File: src/rtl/obj_move_pkg.sv
// Shared types and default constants for the object move scheduler.
package obj_move_pkg;

    localparam int unsigned NUM_OBJ = 4;
    localparam int unsigned X_MAX   = 639;
    localparam int unsigned Y_MAX   = 479;
    localparam int unsigned COORD_W = 10;
    localparam int unsigned DIR_W   = 4;

    // Field order matches the Direction port: bit3 up .. bit0 right.
    typedef struct packed {
        logic up;
        logic down;
        logic left;
        logic right;
    } dir_t;

    typedef enum logic [1:0] {
        ST_IDLE   = 2'd0,
        ST_LATCH  = 2'd1,
        ST_UPDATE = 2'd2,
        ST_DONE   = 2'd3
    } state_t;

endpackage

File: src/rtl/obj_step_clamp.sv
// Combinational step-and-clamp for one object's x and y, shared across objects.
module obj_step_clamp
    import obj_move_pkg::*;
#(
    parameter int unsigned STEP = 1
) (
    input  logic [COORD_W-1:0] x_cur,
    input  logic [COORD_W-1:0] y_cur,
    input  logic [COORD_W-1:0] x_max,
    input  logic [COORD_W-1:0] y_max,
    input  dir_t               dir,
    output logic [COORD_W-1:0] x_next_c,
    output logic [COORD_W-1:0] y_next_c
);

    localparam int unsigned CW1 = COORD_W + 1;

    // One extra bit: an underflowing subtract sets the top bit, an overflow exceeds max.
    function automatic logic [COORD_W-1:0] step_axis(
        input logic [COORD_W-1:0] cur,
        input logic               dec,
        input logic               inc,
        input logic [COORD_W-1:0] max
    );
        logic [CW1-1:0] r;
        r = {1'b0, cur};
        if (dec && !inc) begin
            r = r - CW1'(STEP);
            if (r[COORD_W]) begin
                r = '0;
            end
        end else if (inc && !dec) begin
            r = r + CW1'(STEP);
            if (r > {1'b0, max}) begin
                r = {1'b0, max};
            end
        end
        return r[COORD_W-1:0];
    endfunction

    always_comb begin
        x_next_c = step_axis(x_cur, dir.left, dir.right, x_max);
        y_next_c = step_axis(y_cur, dir.up, dir.down, y_max);
    end

endmodule

File: src/rtl/obj_move_scheduler.sv
// Per-frame round-robin position updater for NUM_OBJ objects.
// Define OBJ_MOVE_DIAGONAL_EN to allow x and y to step in the same update.
module obj_move_scheduler #(
    parameter int unsigned NUM_OBJ = obj_move_pkg::NUM_OBJ,
    parameter int unsigned X_MAX   = obj_move_pkg::X_MAX,
    parameter int unsigned Y_MAX   = obj_move_pkg::Y_MAX,
    parameter int unsigned STEP    = 1,
    parameter int unsigned X_INIT  = 370,
    parameter int unsigned Y_INIT  = 240
) (
    input  logic                                               Clock,
    input  logic                                               Reset,
    input  logic                                               FrameTick,
    input  logic [NUM_OBJ-1:0]                                 Enable,
    input  logic [NUM_OBJ-1:0][obj_move_pkg::DIR_W-1:0]        Direction,
    output logic [NUM_OBJ-1:0][obj_move_pkg::COORD_W-1:0]      x_pos,
    output logic [NUM_OBJ-1:0][obj_move_pkg::COORD_W-1:0]      y_pos,
    output logic [NUM_OBJ-1:0]                                 Grant,
    output logic                                               Busy,
    output logic                                               Done,
    output logic                                               Overrun
);

    import obj_move_pkg::*;

    localparam int unsigned IDX_W = (NUM_OBJ > 1) ? $clog2(NUM_OBJ) : 1;

    localparam logic [1:0] S_IDLE   = 2'(ST_IDLE);
    localparam logic [1:0] S_LATCH  = 2'(ST_LATCH);
    localparam logic [1:0] S_UPDATE = 2'(ST_UPDATE);
    localparam logic [1:0] S_DONE   = 2'(ST_DONE);

    logic [1:0]               state;
    logic [1:0]               state_next;
    logic [IDX_W-1:0]         idx;
    logic [IDX_W-1:0]         idx_next;
    logic [NUM_OBJ-1:0]       grant_next;
    logic                     busy_next;
    logic                     done_next;
    logic                     overrun_next;

    logic [NUM_OBJ-1:0]       en_q;
    dir_t [NUM_OBJ-1:0]       dir_q;
    dir_t                     sel_dir_c;
    dir_t                     eff_dir_c;
    logic [COORD_W-1:0]       x_next_c;
    logic [COORD_W-1:0]       y_next_c;

    // Next state and next registered outputs.
    always_comb begin
        state_next   = state;
        idx_next     = idx;
        grant_next   = '0;
        busy_next    = 1'b0;
        done_next    = 1'b0;
        overrun_next = FrameTick && (state != S_IDLE);

        case (state)
            S_IDLE: begin
                if (FrameTick) begin
                    state_next = S_LATCH;
                end
            end
            S_LATCH: begin
                state_next = S_UPDATE;
                idx_next   = '0;
            end
            S_UPDATE: begin
                if (idx == IDX_W'(NUM_OBJ - 1)) begin
                    state_next = S_DONE;
                end else begin
                    idx_next = idx + IDX_W'(1);
                end
            end
            S_DONE: begin
                state_next = S_IDLE;
            end
            default: begin
                state_next = S_IDLE;
            end
        endcase

        busy_next = (state_next != S_IDLE);
        done_next = (state_next == S_DONE);
        if (state_next == S_UPDATE) begin
            grant_next[idx_next] = 1'b1;
        end
    end

    // Disabled objects still get their slot but step with no direction.
    always_comb begin
        sel_dir_c = en_q[idx] ? dir_q[idx] : '0;
`ifdef OBJ_MOVE_DIAGONAL_EN
        eff_dir_c = sel_dir_c;
`else
        eff_dir_c = sel_dir_c;
        if (sel_dir_c.up ^ sel_dir_c.down) begin
            eff_dir_c.left  = 1'b0;
            eff_dir_c.right = 1'b0;
        end
`endif
    end

    obj_step_clamp #(
        .STEP (STEP)
    ) u_step (
        .x_cur    (x_pos[idx]),
        .y_cur    (y_pos[idx]),
        .x_max    (COORD_W'(X_MAX)),
        .y_max    (COORD_W'(Y_MAX)),
        .dir      (eff_dir_c),
        .x_next_c (x_next_c),
        .y_next_c (y_next_c)
    );

    always_ff @(posedge Clock) begin
        if (Reset) begin
            state   <= S_IDLE;
            idx     <= '0;
            en_q    <= '0;
            dir_q   <= '0;
            Grant   <= '0;
            Busy    <= 1'b0;
            Done    <= 1'b0;
            Overrun <= 1'b0;
            for (int i = 0; i < int'(NUM_OBJ); i++) begin
                x_pos[i] <= COORD_W'(X_INIT);
                y_pos[i] <= COORD_W'(Y_INIT);
            end
        end else begin
            state   <= state_next;
            idx     <= idx_next;
            Grant   <= grant_next;
            Busy    <= busy_next;
            Done    <= done_next;
            Overrun <= overrun_next;
            if (state == S_LATCH) begin
                en_q  <= Enable;
                dir_q <= Direction;
            end
            if (state == S_UPDATE) begin
                x_pos[idx] <= x_next_c;
                y_pos[idx] <= y_next_c;
            end
        end
    end

endmodule

File: config.mk
export PLATFORM = sky130hd
export DESIGN_NAME = obj_move_scheduler
export DESIGN_NICKNAME = d
export VERILOG_FILES = /design/src/rtl/obj_move_pkg.sv /design/src/rtl/obj_step_clamp.sv /design/src/rtl/obj_move_scheduler.sv
export SDC_FILE = /design/constraint.sdc
export NUM_CORES = 1
export LEC_CHECK = 0
export CORE_MARGIN = 4
export CORE_UTILIZATION = 57
export DETAILED_ROUTE_END_ITERATION = 7
export GPL_TIMING_DRIVEN = 1
export MAX_ROUTING_LAYER = met4
export PLACE_DENSITY = 0.9
export SLEW_MARGIN = 40
export SYNTH_ARGS = -nofsm -noshare
export SYNTH_HDL_FRONTEND = slang
export SYNTH_SLANG_ARGS = --single-unit
File: constraint.sdc
create_clock -name Clock -period 6.6 [get_ports Clock]
set_input_delay 1.98 -clock Clock [delete_from_list [all_inputs] [get_ports Clock]]
set_output_delay 1.98 -clock Clock [all_outputs]
set_load 0.02 [all_outputs]
After elaboration in Yosys (flattened, before gate mapping) --
Index checks and enable logic that the tools add are counted. W data, S select, Z words.
Operators by class: add/subtract/negate cells 5, $lt $le $gt $ge 6, eq/ne operators 6, multiplexer cells 29, bitwise operators 2, reduce and logical (&&, ||, !) cells 15
Operator list (number):
- $mux W10 | 11
- $bwmux W40 | 2
- $bmux W10 S2 | 2
- $add A10 B1 Y11 const B | 2
- $sub A10 B1 Y11 const B | 2
- $demux W10 S2 | 1
- $gt A11 B10 Y1 const B | 1
- $gt A11 B9 Y1 const B | 1
- $eq A2 B2 Y1 const B | 5
- $bmux W4 S2 | 1
- $mux W2 | 4
- $mux W4 | 2
- $pmux W2 S4 | 1
- $logic_and A1 B1 Y1 | 7
- $lt A2 B3 Y1 const B | 2
- $ge A2 B1 Y1 const B | 2
- $logic_not A1 Y1 | 4
- $pmux W2 S2 | 1
- $reduce_bool A2 Y1 | 2
- $add A2 B1 Y2 const B | 1
- $bmux W1 S2 | 1
- $demux W1 S2 | 1
- $eq A2 B1 Y1 const B | 1
- $logic_not A2 Y1 | 1
- other kinds (4) | 5
Word-level totals: flip-flop bits (word level) 111, output and inout port bits 87

Logic depth before layout (Yosys ltp) --
Gate-level depths: netlist (run 1).
word-level depth 10, depth in mapped cells 16, depth with buffers taken out 11

Cells and area by module --
From an unflattened synthesis (run 1), not the netlist that was laid out.
Unflattened totals: cells, all modules 765, area, all modules 6423.7 µm²
Modules (own cells, without submodules):
- obj_move_scheduler | instances 1, cells each 499, area each 4625.7 µm², sequential area each 2222.1 µm²
- obj_step_clamp | instances 1, cells each 266, area each 1798.0 µm², sequential area each 0.0 µm²

Worst setup path before layout (run 1) --
No wires, ideal clock.
path kind flip-flop to flip-flop, start register idx[1], end register x_pos[13] (netlist bit), setup time 0.116 ns, data arrival time 3.518 ns, required time 6.484 ns, slack 2.966 ns, stages on the path, launching flop included 14, path buffers 5, cells stage by stage dfxtp_1 -> buf_2 -> buf_4 -> buf_4 -> clkbuf_1 -> clkbuf_1 -> mux2_2 -> o211a_1 -> ha_1 -> nand4b_1 -> and2_1 -> a2111oi_2 -> o22ai_1 -> a31o_2
On the way: word-level cells in the longest chain between the ends 10, elaborated cells on any way between the ends 26, those cells by class add/sub (2); order compare (3); mux (15); bitwise (1); reduce/logical (5)
Ends and longest elaborated chain:
- start, declared | line obj_move_scheduler.sv:35 | logic [IDX_W-1:0] idx;
- start signal, assigned | line obj_move_scheduler.sv:132 | idx <= idx_next;
- branches (longest 9 deep; another with $add A10 B1 Y11)
- $bwmux W40 * | line obj_move_scheduler.sv:142 | x_pos[idx] <= x_next_c;
- end signal, assigned by index | line obj_move_scheduler.sv:127 | x_pos[i] <= COORD_W'(X_INIT);
- end signal, assigned by index | line obj_move_scheduler.sv:142
- end, declared | line obj_move_scheduler.sv:16 | output logic [NUM_OBJ-1:0][obj_move_pkg::COORD_W-1:0] x_pos,
Every way passes the cells marked *. The select of a mux whose other input is x is not followed. A chain may end at the register's enable or synchronous reset.

Worst setup path in the final report (run 1) --
start register idx[0], end register x_pos[11] (netlist bit)
The elaborated chain is that of the path after synthesis.

==> run metrics, run 1 <==
post-cts gate resize count=0; status=finished clean; cts-stage hold buffer count=0; Post-Synthesis Cells=656; Worst-Skew Late Latency=between 0.3 and 0.4 ns; Routed WL=16.9 mm; GRT Residual Overflow=0; Core Area=0.00986 sq mm; Gate power share=0.143; Longest Clk Path Bufs=2; Int Pwr=916 uW; fin crit share=0.643; First DRT Iteration DRCs=between 500 and 600; Setup-failing EPs final=0; Mapped Area=0.00583 sq mm; Pwr per Cell Area=roughly 180 mW/mm^2; vias per std cell=6.34; mux contribution to synthesized area=0.144; finished layout cell area=0.00709 sq mm; DRC=0; length of the first detailed-routing pass in iterations=8; dpl cells=851; reg2reg path depth=11; # diodes=0; hold path start=x_pos[23]; R2R setup slack=2.35 ns; worst reg2reg path endpoint=x_pos[11]; gp weighted congestion=0.985; Crit Path Max Fanout=25; crit-path max cell delay=0.69 ns; hold_ws=0.492 ns; RSZ-0062 raised after global routing=no; initial antenna violation count=0; maximum vdd drop=133 uV; Data arrival, critical path=approximately 4.5 ns; vias in the first global route=5184; clk root buf=clkbuf_8; fmax=235 MHz; Startpoint Class=flip-flop; synthesized flop and latch total=111; minimum clock period=4.25 ns; register area share after synthesis=0.381; IO Count=110; layout filler cell count=748; fraction of layout cells with a size suffix above 1=0.0955; Core Util, Final=0.719; first-pass GRT wire length=about 27 mm; clock skew=about 0.017 ns; CTS Buf Count=9; RR Startpoint=idx[0]; Psw=approximately 360 uW; clock sinks=between 100 and 150; port buffer count=109; crit path from=idx[0]; Sw Share=0.280; detailed-route via count=5494; setup TNS=0 ns; simple-gate area share of the yosys netlist=0.194; adder-cell area share of the yosys netlist=0.0236; Die X=109 um; Final ANT Viol Nets=0; Synth Area per Inst=8.88 sq um; Post-CTS Setup Repair Bufs=0; TritonCTS clock tree=yes; average routed wire per standard cell=19.5 um; Die ar.=0.0119 sq mm; largest family of logic cells by synthesized area=simple AND/OR/NAND/NOR gates; Sequential Power Share=0.551; Syn Nets=a little under 700; total track usage=0.299; Final Hold Vio Count=0; row count=36; Synth Flop Type=dfxtp_1; Pleak=roughly 0.0024 uW; Syn. warnings=0; Synth async-reset ratio=0; chip height=109 um; Clk network pwr share=0.306; CP Capture Type=flip-flop; largest net degree at the start of global routing=67; count of flip-flops with a built-in enable after synthesis=0; complex-gate fraction of the synthesized area=0.194; H-tree depth=3; WS Path Type=flip-flop to flip-flop; xor/xnor share of the synthesized area=0.0180; Worst-path clk slew=0.10 ns; Area growth syn-to-layout=21.7%; area post-placement=0.00691 sq mm; Worst Tran Pin Value=0.759 ns; Initial Util=0.591; maxcap violations=0; post-synthesis cell type count=65; Final #Nets=763; WP data required=6.84 ns; Hold EP=x_pos[23]; hold crit path type=flip-flop to flip-flop; Slew Limit Fails=0; dpl hpwl=12.3 mm; slowest CP cell=dfxtp_2; hold path depth=2; Final Instance Count excl. Fillers=~870; critical-path cell list=buf_4 -> mux4_2 -> ha_1 -> and2_1 -> a22o_1 -> nand4_1 -> mux2_2 -> nor2_1 -> a21oi_1 -> o221ai_1 -> a31oi_1; Max-Slew Margin vs Limit=0.494
## registers in the layout, indices dropped and copies added, names as in the netlist
signal	flops
Busy	1
Done	1
Grant	4
Overrun	1
dir_q	16
en_q	4
idx	2
state	2
x_pos	40
y_pos	40
## metrics by stage
stage / total power, uW / setup WS (ns)
final: 1270 / 2.35
after CTS: 1270 / 2.46
after global placement: 889 / 2.49
after floorplan: 839 / 2.97
after detailed placement: 894 / 2.50
after global routing: 1320 / 2.15
## synth_stat cells (all sizes together), types with 3 or more instances
cell type	instances	area, sq um
and2	6	37.5
o21ai	19	95.1
a21oi	45	229
o22ai	7	43.8
clkbuf	41	154
ha	11	138
nand2	29	109
buf	10	65.1
nor3b	5	37.5
o41ai	4	53.8
dfxtp	111	2220
a22oi	6	45.0
or3	3	18.8
nor2b	5	31.3
a22o	3	26.3
xnor2	10	87.6
a221oi	3	32.5
a311oi	4	35.0
mux2i	24	240
o21bai	5	37.5
nand2b	7	43.8
a31oi	7	43.8
and3	7	43.8
nand4	5	31.3
nor3	27	135
o211ai	4	30.0
a211oi	39	293
mux4	23	518
or2	6	37.5
nand3	11	55.1
mux2	7	78.8
nor2	115	432
inv	13	48.8
## power by group through the flow
stage	logic, uW	registers [uW]	clock network [uW]
5_1_grt	196	703	423
2_1_floorplan	119	720	0
3_3_place_gp	174	714	0
3_5_place_dp	178	716	0
6_report	181	701	389
4_1_cts	179	701	390
## metal layers
layer  routed length, um  up-vias  GRT usage
met4                 284        0     0.0866
met1                7210     2640      0.376
met2                8190      269      0.491
met5                   0        -          -
li1                    -     2559          -
met3                1250       26     0.0574
## area by class of cell
class                           count  area (sq um)  area share
Multi-Input combinational cell    481          3360       0.473
Clock inverter                      5          41.3     0.00582
Timing Repair Buffer              113          1120       0.158
Tap cell                          133           166      0.0235
Clock buffer                       10           138      0.0194
Sequential cell                   111          2220       0.314
Inverter                           13          48.8     0.00688
## how the worst max path moves through the flow
stage          slack (ns)   endpoint  cells after the start
4_1_cts              2.46  x_pos[11]                     11
3_5_place_dp         2.50  x_pos[11]                     11
6_report             2.35  x_pos[11]                     11
5_1_grt              2.15  x_pos[11]                     11
3_3_place_gp         2.49  x_pos[11]                     11
2_1_floorplan        2.97  x_pos[13]                     13
## layout by cell type (no fill, tap or decap), types with 5 or more instances in the layout
cell type and n:
mux2_2 7, nor3_1 27, nor2b_1 5, nand2b_1 7, a21oi_1 44, o21ai_1 5
mux4_2 23, buf_4 5, dfxtp_1 109, and2_1 5, clkbuf_8 10, nand2_1 29
nand3_1 11, a31oi_1 7, and3_1 6, ha_1 10, inv_1 12, o21bai_1 5
nand4_1 5, o22ai_1 7, clkdlybuf4s50_1 108, or2_2 5, mux2i_1 24, o21ai_0 14
a211oi_1 39, a22oi_1 6, nor2_1 115, xnor2_1 10
## logic make-up (layout without fill, tap and decap cells)
logic type	after synthesis	count (layout)
AOI/OAI and AO/OA	164	164
muxes	54	54
xor gates and xnor gates	12	12
and+or+nand+nor	240	240
DFF	111	111
buffers and inverters	64	141
adders and majority gates	11	11
## worst max-delay path: cells and delay by family (launching register included)
kind / cells / cell delay [ns]
adders and majority gates: 1 / 0.33
DFF: 1 / 0.69
muxes: 2 / 1.01
buffers and inverters: 1 / 0.43
AOI/OAI and AO/OA: 4 / 1.06
and+or+nand+nor: 3 / 0.58
(Power assumes the default switching activity.)
==> run 2, diff against run 1 <==
--- a/config.mk
+++ b/config.mk
@@ -6,11 +6,11 @@
 export NUM_CORES = 1
 export LEC_CHECK = 0
 export CORE_MARGIN = 4
-export CORE_UTILIZATION = 57
+export CORE_UTILIZATION = 48
 export DETAILED_ROUTE_END_ITERATION = 7
 export GPL_TIMING_DRIVEN = 1
 export MAX_ROUTING_LAYER = met4
-export PLACE_DENSITY = 0.9
+export PLACE_DENSITY = 0.81
 export SLEW_MARGIN = 40
 export SYNTH_ARGS = -nofsm -noshare
 export SYNTH_HDL_FRONTEND = slang
==> constraint.sdc (replaced) <==
create_clock -name Clock -period 3.4 [get_ports Clock]
set_input_delay 1.02 -clock Clock [delete_from_list [all_inputs] [get_ports Clock]]
set_output_delay 1.02 -clock Clock [all_outputs]
set_load 0.02 [all_outputs]
==> run 2 against run 1 <==
  * Clock skew down 0.010 ns
  * Final area up 6.0%
  * Combinational power up 110%
  * Cell count up 5.7%
  * Die area up 17%
  * Critical path depth up 1
  * Sequential cell count unchanged
  * Global-route usage down 3.5 points
  * Via count up 1.8%
  * Register-to-register slack worse by 2.2 ns
  * Clock power rose to 2.6 times the previous value
  * Largest power group unchanged
==> run metrics, run 2 (same netlist as run 1, synthesis figures left out) <==
status=finished clean; Initial Util=0.500; Longest Clk Path Bufs=2; fraction of layout cells with a size suffix above 1=0.144; Worst Tran Pin Value=between 0.7 and 0.8 ns; fin crit share=0.962; total track usage=0.264; RR Startpoint=idx[0]; CP Capture Type=flip-flop; Final Instance Count excl. Fillers=about 920; routing usage on met2=0.420; initial antenna violation count=0; Int Pwr=approximately 2000 uW; hold crit path type=flip-flop to flip-flop; maxcap violations=0; Final #Nets=801; Die X=118 um; Psw=717 uW; detailed-route via count=5591; dpl cells=897; fmax=306 MHz; chip height=118 um; Sw Share=0.262; length of the first detailed-routing pass in iterations=5; port buffer count=109; First DRT Iteration DRCs=570; clock skew=about 0.0068 ns; Core Area=0.0117 sq mm; Worst-path clk slew=0.07 ns; DRC=0; clk root buf=clkbuf_16; vias in the first global route=5575; setup TNS=0 ns; largest registers=x_pos: 40 flops, y_pos: 40 flops, dir_q: 16 flops; CTS Buf Count=9; Routed WL=roughly 18 mm; Pwr per Cell Area=363 mW/mm^2; maximum vdd drop=approximately 240 uV; crit-path max cell delay=about 0.53 ns; Final Hold Vio Count=0; clock sinks=~110; Startpoint Class=flip-flop; slowest CP cell=mux4_2; area post-placement=slightly above 0.007 sq mm; finished layout cell area=0.00752 sq mm; Die ar.=0.0140 sq mm; Gate power share=0.136; # diodes=0; first-pass GRT wire length=29.1 mm; met1 usage=0.331; Sequential Power Share=0.497; Crit path max-delay family=multiplexers; commonest non-fill, non-tap cell in the layout=nor2_1; Clk network pwr share=0.367; gp weighted congestion=0.991; average routed wire per standard cell=~20 um; global routing met3 resource utilization=0.0487; IO Count=between 100 and 150; GRT Residual Overflow=0; critical-path cell list=mux4_2 -> ha_1 -> and2_1 -> a22o_1 -> nand4_1 -> mux2_2 -> o211ai_1 -> buf_4 -> nand3_1 -> a21oi_1 -> buf_4 -> a21oi_1; Pleak=0.00261 uW; H-tree depth=3; crit path buf inv count=2; most used routing layer=met2; Setup-failing EPs final=0; vias per std cell=6.11; largest net degree at the start of global routing=77; hold path start=x_pos[33]; dpl hpwl=approximately 13 mm; Worst-Skew Late Latency=~0.36 ns; WS Path Type=flip-flop to flip-flop; most frequent cells in the layout=114 x nor2_1, 109 x dfxtp_1, 108 x clkdlybuf4s50_1, 42 x a21oi_1, 41 x buf_4; WP data required=between 3 and 4 ns; crit path from=idx[0]; Crit Path Max Fanout=5; Slew Limit Fails=0; Area growth syn-to-layout=29.0%; Data arrival, critical path=3.49 ns; Final ANT Viol Nets=0; Max-Slew Margin vs Limit=0.471; RSZ-0062 raised after global routing=no; TritonCTS clock tree=yes; row count=39; minimum clock period=3.27 ns
[run 2: through the flow]
step | utilization | power, uW | hold WS (ns) | worst slack [ns]
floorplan | - | 1630 | 0.454 | 0.00806
global placement | 0.616 | 1740 | 0.468 | 0.0872
detailed placement | 0.616 | 1750 | 0.482 | 0.0516
CTS | 0.640 | 2730 | 0.493 | 0.0921
global route | 0.645 | 2830 | 0.527 | 0.000999
finish | 0.645 | 2730 | 0.496 | 0.129
[run 2: final timing paths]
check | to | slack [ns] | cells past startpoint
max | x_pos[16] | 0.13 | 12
min reg2reg | x_pos[33] | 0.50 | 2
min | x_pos[33] | 0.50 | 2
max reg2reg | x_pos[16] | 0.13 | 12
[run 2: area by class of cell]
cell class	count	area (sq um)
fill	957	4140
clock buffer	11	243
timing repair buffer	151	1410
tap	143	179
sequential	111	2230
multi-input combinational	481	3380
clock inverter	5	33.8
inverter	13	48.8
[run 2: tightest hold or removal path: cells and delay by family (launching register included)]
family	cells	cell delay, ns
compound gates	1	0.06
simple gates	1	0.06
flops	1	0.33
[run 2: timing repair]
action                     CTS  global route
setup buffers                0             2
setup endpoints to repair    1            52
hold buffers                 0             0
resized for setup            1             9
[run 2: power by group through the flow]
stage	clock network (uW)	registers (uW)	logic, uW
finish	1000	1360	372
detailed placement	0	1390	363
CTS	1010	1360	365
global placement	0	1390	353
global route	1060	1360	407
floorplan	0	1400	231
[run 2: metal layers]
layer | up-vias | share of wire
li1 | 2632 | -
met4 | 0 | 0.029
met1 | 2659 | 0.43
met3 | 45 | 0.074
met5 | - | 0
met2 | 255 | 0.47
==> run 3, diff against run 2 <==
--- a/config.mk
+++ b/config.mk
@@ -5,8 +5,9 @@
 export SDC_FILE = /design/constraint.sdc
 export NUM_CORES = 1
 export LEC_CHECK = 0
+export ABC_AREA = 1
 export CORE_MARGIN = 4
-export CORE_UTILIZATION = 48
+export CORE_UTILIZATION = 49
 export DETAILED_ROUTE_END_ITERATION = 7
 export GPL_TIMING_DRIVEN = 1
 export MAX_ROUTING_LAYER = met4
==> run 3 against run 2 <==
  * Combinational power increased by 12%
  * Total power increased by 9.1%
  * Area after synthesis increased by 16%
  * Clock skew increased by 0.0011 ns
  * First-iteration DRC count increased by 22%
==> run metrics, run 3 <==
largest net degree at the start of global routing=66; R2R setup slack=0.18 ns; initial antenna violation count=0; gp weighted congestion=about 1; Synth async-reset ratio=0; maxcap violations=0; first-pass GRT wire length=about 33 mm; Psw=832 uW; most frequent cells in the layout=298 x nand2_1, 117 x inv_1, 109 x dfxtp_1, 108 x clkdlybuf4s50_1, 92 x nor2_1; RR Startpoint=idx[1]; Final ANT Viol Nets=0; Sw Share=0.279; most frequent cell after synthesis=nand2_1; total track usage=0.267; WS Path Type=flip-flop to flip-flop; Max-Slew Margin vs Limit=0.486; critical-path cell list=inv_4 -> nand2_8 -> inv_2 -> a22oi_1 -> a31oi_1 -> inv_1 -> ha_1 -> nand2_1 -> a21oi_1 -> nand2_1 -> a21oi_4 -> inv_2 -> o21ai_2 -> nand2_1 -> nand2_1; dpl hpwl=14.9 mm; Final Hold Vio Count=0; reg2reg path depth=15; clk root buf=clkbuf_16; Post-synth top cells=298 x nand2_1, 117 x inv_1, 111 x dfxtp_1; most frequent CP cell=nand2_1; Die X=between 100 and 150 um; Pleak=0.00375 uW; fin crit share=0.947; slowest CP cell=dfxtp_2; Mapped Area=0.00675 sq mm; First DRT Iteration DRCs=693; GRT Residual Overflow=0; Startpoint Class=flip-flop; RSZ-0062 raised after global routing=no; Setup-failing EPs final=0; Synth Area per Inst=6.62 sq um; area post-placement=0.00796 sq mm; Initial Util=0.506; TritonCTS clock tree=yes; Post-Synthesis Cells=1021; # diodes=0; Routed WL=20.8 mm; top post-synthesis cells by area=dfxtp_1 33%, nand2_1 17%, inv_1 6.5%; dpl cells=around 1300; hold_ws=0.460 ns; detailed-route via count=6929; vias in the first global route=6440; crit path from=idx[1]; setup TNS=0 ns; length of the first detailed-routing pass in iterations=6; count of flip-flops with a built-in enable after synthesis=0; DRC=0; largest area contributor in the netlist=dfxtp_1; finished layout cell area=0.00831 sq mm; Post-CTS Setup Repair Bufs=0; Syn Nets=1055; Synth Flop Type=dfxtp_1; minimum clock period=about 3.2 ns; vias per std cell=roughly 5.3; Data arrival, critical path=3.53 ns; clock sinks=111; WP data required=3.71 ns; Final #Nets=1154; Final Instance Count excl. Fillers=approximately 1300; Sequential Power Share=0.458; Crit Path Max Fanout=13; Core Util, Final=0.623; CP Capture Type=flip-flop; Core Area=around 0.013 sq mm; clock skew=0.00791 ns; commonest non-fill, non-tap cell in the layout=nand2_1; H-tree depth=3; Worst-path clk slew=0.08 ns; fmax=311 MHz; worst reg2reg path endpoint=x_pos[11]; post-synth top area share=0.329; fraction of layout cells with a size suffix above 1=0.115; Worst Tran Pin Value=~0.77 ns; layout filler cell count=1257; hold crit path type=flip-flop to flip-flop; status=finished clean; Area growth syn-to-layout=23.1%; Pwr per Cell Area=359 mW/mm^2; maximum vdd drop=~240 uV; largest registers=x_pos: 40 flops, y_pos: 40 flops, dir_q: 16 flops; register area share after synthesis=0.329; Longest Clk Path Bufs=2; row count=42; synthesized flop and latch total=111; Gate power share=0.139; IO Count=110; Clk network pwr share=0.403; Die ar.=0.0157 sq mm; Worst-Skew Late Latency=0.37 ns; Slew Limit Fails=0; Syn. warnings=0; Int Pwr=2150 uW; average routed wire per standard cell=roughly 16 um; port buffer count=109; CTS Buf Count=9; chip height=125 um; CP endpoint=x_pos[11]; crit-path max cell delay=0.40 ns; post-synthesis cell type count=53
[run 3: changes by cell type after synthesis, moves of 24 or more]
cell / previous run / this run
a21oi_1: 44 / 78
o21ai_0: 14 / 41
a211oi_1: 39 / 0
nand3_1: 11 / 68
inv_1: 12 / 117
mux2i_1: 24 / 0
nand2_1: 29 / 298
[run 3: power by group through the flow]
stage	logic [uW]	registers (uW)	clock network (uW)
after global routing	459	1370	1250
after global placement	404	1400	0
after floorplan	268	1410	0
final	415	1370	1200
after CTS	411	1370	1210
after detailed placement	410	1400	0
[run 3: how the worst min path moves through the flow]
stage                         start        end  slack [ns]  cells past startpoint
after floorplan             en_q[1]    en_q[1]        0.43                      2
after global placement     dir_q[4]   dir_q[4]        0.45                      2
after detailed placement   dir_q[4]   dir_q[4]        0.45                      2
after CTS                  dir_q[4]   dir_q[4]        0.46                      2
after global routing      dir_q[12]  dir_q[12]        0.48                      2
final                      dir_q[4]   dir_q[4]        0.46                      2
[run 3: cells by family (layout without fill, tap and decap cells)]
family                   count (synthesis)  in the layout  share of synthesized area
buffers and inverters                  172            276                      0.111
XOR/XNOR                                13             13                     0.0169
flip-flops                             111            111                      0.329
adder cells (fa/ha/maj)                 11             11                     0.0204
AND/OR/NAND/NOR                        530            530                      0.360
AO/OA/AOI/OAI                          184            184                      0.163
[run 3: what timing repair did]
| action | in CTS | in global routing |
|---|---|---|
| hold buffers | 0 | 0 |
| cloned | 0 | 0 |
| endpoints found under the setup margin | 4 | 64 |
| gates resized for setup | 1 | 3 |
[run 3: worst max-delay path, delay by kind of cell (launching register included)]
kind                     cells  cell delay, ns
AO/OA/AOI/OAI                5            1.21
buffers and inverters        4            0.65
AND/OR/NAND/NOR              5            0.62
flip-flops                   1            0.40
adder cells (fa/ha/maj)      1            0.28
[run 3: per-layer routing]
layer | up-vias | part of all wire | global-route usage
met4 | 0 | 0.019 | 0.0982
met3 | 40 | 0.094 | 0.0384
li1 | 3444 | - | -
met2 | 323 | 0.43 | 0.398
met1 | 3122 | 0.45 | 0.368
met5 | - | 0 | -
[run 3: area by class of cell]
type	count	area, sq um	share of cell area
Multi-Input combinational cell	738	3800	0.458
Clock inverter	7	111	0.0134
Timing Repair Buffer	127	1220	0.147
Clock buffer	9	225	0.0271
Inverter	133	507	0.0610
Sequential cell	111	2220	0.268
Tap cell	176	220	0.0265
[run 3: through the flow]
stage               total power, uW  setup slack, ns
finish                         2980            0.181
floorplan                      1670            0.905
global placement               1800            0.128
CTS                            2980            0.100
detailed placement             1810          0.00340
global route                   3080           0.0440
